--- src/rtl/parity_pkg.sv ---
`default_nettype none
// ============================================================================
// Module   : parity_pkg
// Purpose  : Shared lane-parity constants, FSM state type and the per-lane
//            parity function used by both the generator and the checker.
// Revision : 1.0 - initial release
// ============================================================================
package parity_pkg;

   localparam int PAR_LANE_WIDTH = 8;
   localparam int PAR_DATA_WIDTH = 256;
   localparam int PAR_NLANES     = PAR_DATA_WIDTH / PAR_LANE_WIDTH;

   typedef enum logic [1:0] {
      IDLE   = 2'd0,
      ACCUM  = 2'd1,
      REPORT = 2'd2
   } state_t;

   // Even parity per lane: bit k is the XOR of lane k.
   function automatic logic [PAR_NLANES-1:0] lane_parity(
      input logic [PAR_DATA_WIDTH-1:0] data
   );
      logic [PAR_NLANES-1:0] p;
      p = '0;
      for (int k = 0; k < PAR_NLANES; k++) begin
         p[k] = ^data[k*PAR_LANE_WIDTH +: PAR_LANE_WIDTH];
      end
      return p;
   endfunction

endpackage
`default_nettype wire

--- src/rtl/parity_lane_calc.sv ---
`default_nettype none
// ============================================================================
// Module   : parity_lane_calc
// Purpose  : Combinational per-lane parity recompute and mismatch flagging.
// Revision : 1.0 - initial release
// ============================================================================
module parity_lane_calc
   import parity_pkg::*;
#(
   parameter  int DATA_WIDTH = PAR_DATA_WIDTH,
   parameter  int LANE_WIDTH = PAR_LANE_WIDTH,
   localparam int NLANES     = DATA_WIDTH / LANE_WIDTH
) (
   input  logic [DATA_WIDTH-1:0] i_data,
   input  logic [NLANES-1:0]     i_par,
   output logic [NLANES-1:0]     o_mism
);

   for (genvar k = 0; k < NLANES; k++) begin : g_lane
      assign o_mism[k] = (^i_data[k*LANE_WIDTH +: LANE_WIDTH]) ^ i_par[k];
   end

endmodule
`default_nettype wire

--- config.mk ---
export PLATFORM = sky130hd
export DESIGN_NAME = parity_lane_calc
export DESIGN_NICKNAME = d
export VERILOG_FILES = /design/src/rtl/parity_pkg.sv /design/src/rtl/parity_lane_calc.sv
export SDC_FILE = /design/constraint.sdc
export NUM_CORES = 1
export LEC_CHECK = 0
export CAP_MARGIN = 25
export CORE_AREA = 2 2 126 128
export DETAILED_ROUTE_END_ITERATION = 8
export DIE_AREA = 0 0 128 130
export MAX_ROUTING_LAYER = met4
export SLEW_MARGIN = 20
export SYNTH_ARGS = -nofsm -noshare
export SYNTH_HDL_FRONTEND = slang
export SYNTH_SLANG_ARGS = --single-unit
export TNS_END_PERCENT = 10
--- constraint.sdc ---
create_clock -name vclk -period 1.8
set_clock_uncertainty 0.05 [all_clocks]
set_input_delay 0.36 -clock vclk [all_inputs]
set_output_delay 0.36 -clock vclk [all_outputs]
set_load 0.05 [all_outputs]
=== Word-level counts from Yosys, hierarchy flattened ===
Cells that the tools add are included.

* Add/subtract/negate cells: 0
* Multiply operators: 0
* Div/mod/pow operators: 0
* Magnitude comparators: 0
* Equal/unequal tests: 0
* Shift-type cells: 0
* Muxes and demuxes: 0
* Bitwise gates (word level): 32
* Reduce and logical (&&, ||, !) cells: 32

{| class="wikitable"
|+ Operator list
! operator !! number
|-
| parity 8 bit || 32
|-
| bitwise XOR 1 bit || 32
|}

* Flip-flop bits (word level): 0
* Bits in latches: 0
* Bits in writable memories: 0
* Bits in read-only memories: 0
* Input port bits: 288
* Output and inout port bits: 32
* Word-level logic and storage cells: 64
* Memories kept: 0

=== Longest topological paths before layout ===
* Word-level depth: 2
* Depth in mapped cells: 3
* Gate-level depth less buffers: 3

=== Worst setup path before layout ===
No wires, ideal clock.

* Kind: input port to output port
* Start: input i_data[4]
* End: output o_mism[0]
* Arrival time: 1.750 ns
* Required time: 1.390 ns
* Setup slack: -0.360 ns
* Stages on the path: 3
* Path buffers: 0
* Cell sequence: xnor2_1 -> xnor3_1 -> xnor2_1

* Cells in the longest elaborated chain, start to end: 2

{| class="wikitable"
|+ RTL lines
! item !! RTL line !! text
|-
| start, declared || parity_lane_calc.sv:14 || <nowiki>input logic [DATA_WIDTH-1:0] i_data,</nowiki>
|-
| parity 8 bit || parity_lane_calc.sv:20 || <nowiki>assign o_mism[k] = (^i_data[k*LANE_WIDTH +: LANE_WIDTH]) ^ i_par[k];</nowiki>
|-
| bitwise XOR 1 bit || parity_lane_calc.sv:20 ||
|-
| end, declared || parity_lane_calc.sv:16 || <nowiki>output logic [NLANES-1:0] o_mism</nowiki>
|}

No other way between the ends.

=== Worst setup path after layout ===
* Start: input i_data[199]
* End: output o_mism[24]

The elaborated chain is that of the path after synthesis.

==> impl_metrics.csv <==
group,metric,value,unit
yosys,synth_common_cells,"128 x xnor2_1, 32 x xnor2_2, 32 x xnor3_1, 32 x xor2_1",
floorplan,dieHeight,130,um
floorplan,core_region_area,15400,um^2
floorplan,start_util,17.1,%
yosys,synthCells,224,
yosys,synth.most_common_cell,"xnor2_1",
drt,dr.pass1.iters,4,
timing,layout_setup_ws,-43.3,ps
placed_design,dp_slack,-453,ps
worst_setup_path,critPathCapture,"o_mism[24]",
yosys,avgSynthCellArea,11.8,um^2
finish,layout.nets,834,
placed_design,port_buffers,320,
floorplan,io-pin-count,320,
finish,syn_to_final_growth,150,%
yosys,netlist_top_cells_area,"xnor2_1 42%, xnor3_1 27%, xnor2_2 20%",
finish,nFillCells,1525,
finish,fin_util,42.9,%
drt,via_count,2716,
worst_setup_path,path_depth,5,
timing,setup_viol,19,
worst_setup_path,path_cells,"buf_6 > xnor2_2 > xnor3_1 > xnor2_2 > buf_12",
placed_design,gp_congestion,0.684,
timing,grt_setup_unrepaired,"yes",
worst_setup_path,cp.arrival,1430,ps
power_and_ir_drop,leakage,3.27,nW
worst_setup_path,timing.critical_path.mode_cell,"xnor2_2",
drt,post_drt_wl_per_cell,11.5,um
power_and_ir_drop,powerDensity,753,nW/um^2
timing,finalCriticalPeriod,1840,ps
global_route,grt_pass1_vias,2947,
worst_hold_path,hp-start,"i_data[156]",
yosys,yosysTopAreaCellShare,42.4,%
placed_design,dp_hpwl,7820,um
yosys,netlist_area,2640,um^2
finish,multi_input_area,3330,um^2
run_status,violations,"setup timing",
finish,stdcell_count,736,
yosys,synth_warnings,0,
placed_design,dpl_cell_area,6680,um^2
drt,wl,8480,um
run_status,status,"finished, violations left",
finish,diodes,0,
worst_setup_path,crit_path_end_kind,"output pin",
global_route,grt_pass1_wl,12600,um
worst_setup_path,cp_max_fo,1,
yosys,yosysSeqAreaShare,0,%
floorplan,dieWidth,128,um
placed_design,placedCellCount,736,
timing,tightest_slew,288,ps
drt,ant_nets,0,
timing,slew_headroom,80.6,%
worst_setup_path,crit_type,"in -> out",
drt,route.detailed.drc,0,
worst_hold_path,hold_class,"in -> out",
drt,drtIter0Drc,10,
timing,fin_crit_sh,102,%
worst_setup_path,crit_start,"i_data[199]",
global_route,antenna_found_initial,0,
power_and_ir_drop,peakVddDrop,0.602,mV
finish,postLayoutCellArea,6620,um^2
timing,final-max-slew-violation-count,0,
worst_setup_path,cp.required,1390,ps
worst_setup_path,crit_slowest_cell,"xnor3_1",
worst_setup_path,path_delay_family,"XOR/XNOR gates",
floorplan,rows,46,
timing,finalHoldViolations,0,
finish,clkbuf_count,0,
global_route,grt_max_degree,2,
floorplan,die-area,16600,um^2
global_route,grt.total_usage,9.40,%
worst_setup_path,critPathMaxStageDelay,450,ps
flow_run,drv_cap,0,
clock_network,postCtsHoldBufs,0,
yosys,syn_nets,512,
drt,vias_per_cell,3.69,
worst_setup_path,crit_buf_inv,2,
timing,fmax,0.543,GHz
clock_network,cts_setup_buffers,0,
finish,final_layout_size_suffix_gt1_share,52.4,%
worst_setup_path,cp-start-kind,"primary input",
yosys,synth_cell_type_count,4,
finish,seq_cell_count,0,
yosys,yosys.area.top_type,"xnor2_1",
finish,ff_latch_area,0,um^2
global_route,overflow,0,
power by group:
part           internal [mW]  leakage, nW  switching [mW]
Combinational           2.74         3.27            2.25
Clock                      0            0               0
Sequential                 0            0               0
through the flow:
step / hold WS (ps) / total power, mW / setup TNS [ps]
final: 1270 / 4.98 / -216
after detailed placement: 1540 / 5.08 / -13190
after CTS: 1330 / 5.02 / -445
after floorplan: 1020 / 2.71 / -2280
after global routing: 1290 / 5.18 / -1790
after global placement: 1530 / 5.04 / -12610
cell usage in the layout, fill, tap and decap left out:
| master | count |
|---|---|
| buf_6 | 41 |
| buf_12 | 32 |
| clkdlybuf4s15_2 | 1 |
| xnor2_2 | 111 |
| xnor2_4 | 3 |
| dlygate4sd2_1 | 70 |
| xor2_2 | 5 |
| clkdlybuf4s50_1 | 32 |
| xnor3_1 | 29 |
| xnor3_2 | 3 |
| xnor2_1 | 46 |
| buf_2 | 88 |
| clkdlybuf4s15_1 | 55 |
| clkbuf_2 | 1 |
| xor2_1 | 27 |
cells by family (layout without fill, tap and decap cells):
family	Yosys count	after routing	synth area share, %
xor+xnor	224	224	100
buf+inv	0	320	0
routing by layer:
layer  part of all wire (%)  global-route usage [%]  vias up  wire [um]
met2                     58                    19.8      169       4900
met3                    9.9                    1.19        0        843
met1                     32                    9.83     1208       2740
met5                      0                       -        -          0
met4                      0                       0        0          0
li1                       -                       -     1339          -
tightest hold or removal path, stage by stage:
cell     delay, ps
buf_6           80
xnor2_2        100
xnor3_1        170
xnor2_2        100
buf_12         150
worst min-delay path by stage:
stage	to	depth (start not counted)	slack (ps)
after floorplan	o_mism[12]	2	1020
after global placement	o_mism[8]	4	1530
after detailed placement	o_mism[4]	4	1540
after CTS	o_mism[18]	5	1330
after global routing	o_mism[19]	5	1290
final	o_mism[19]	5	1270
final cells by class:
type / instances / share of cell area [%]
tap: 192 / 3.63
timing repair buffer: 320 / 46.0
multi-input combinational: 224 / 50.4
what timing repair did:
action	CTS	global route
gates resized for setup	764	14
hold endpoints to repair	0	0
pin swaps	221	5
endpoints found under the setup margin	32	32
Note: power is estimated with default switching activity, not from simulation.
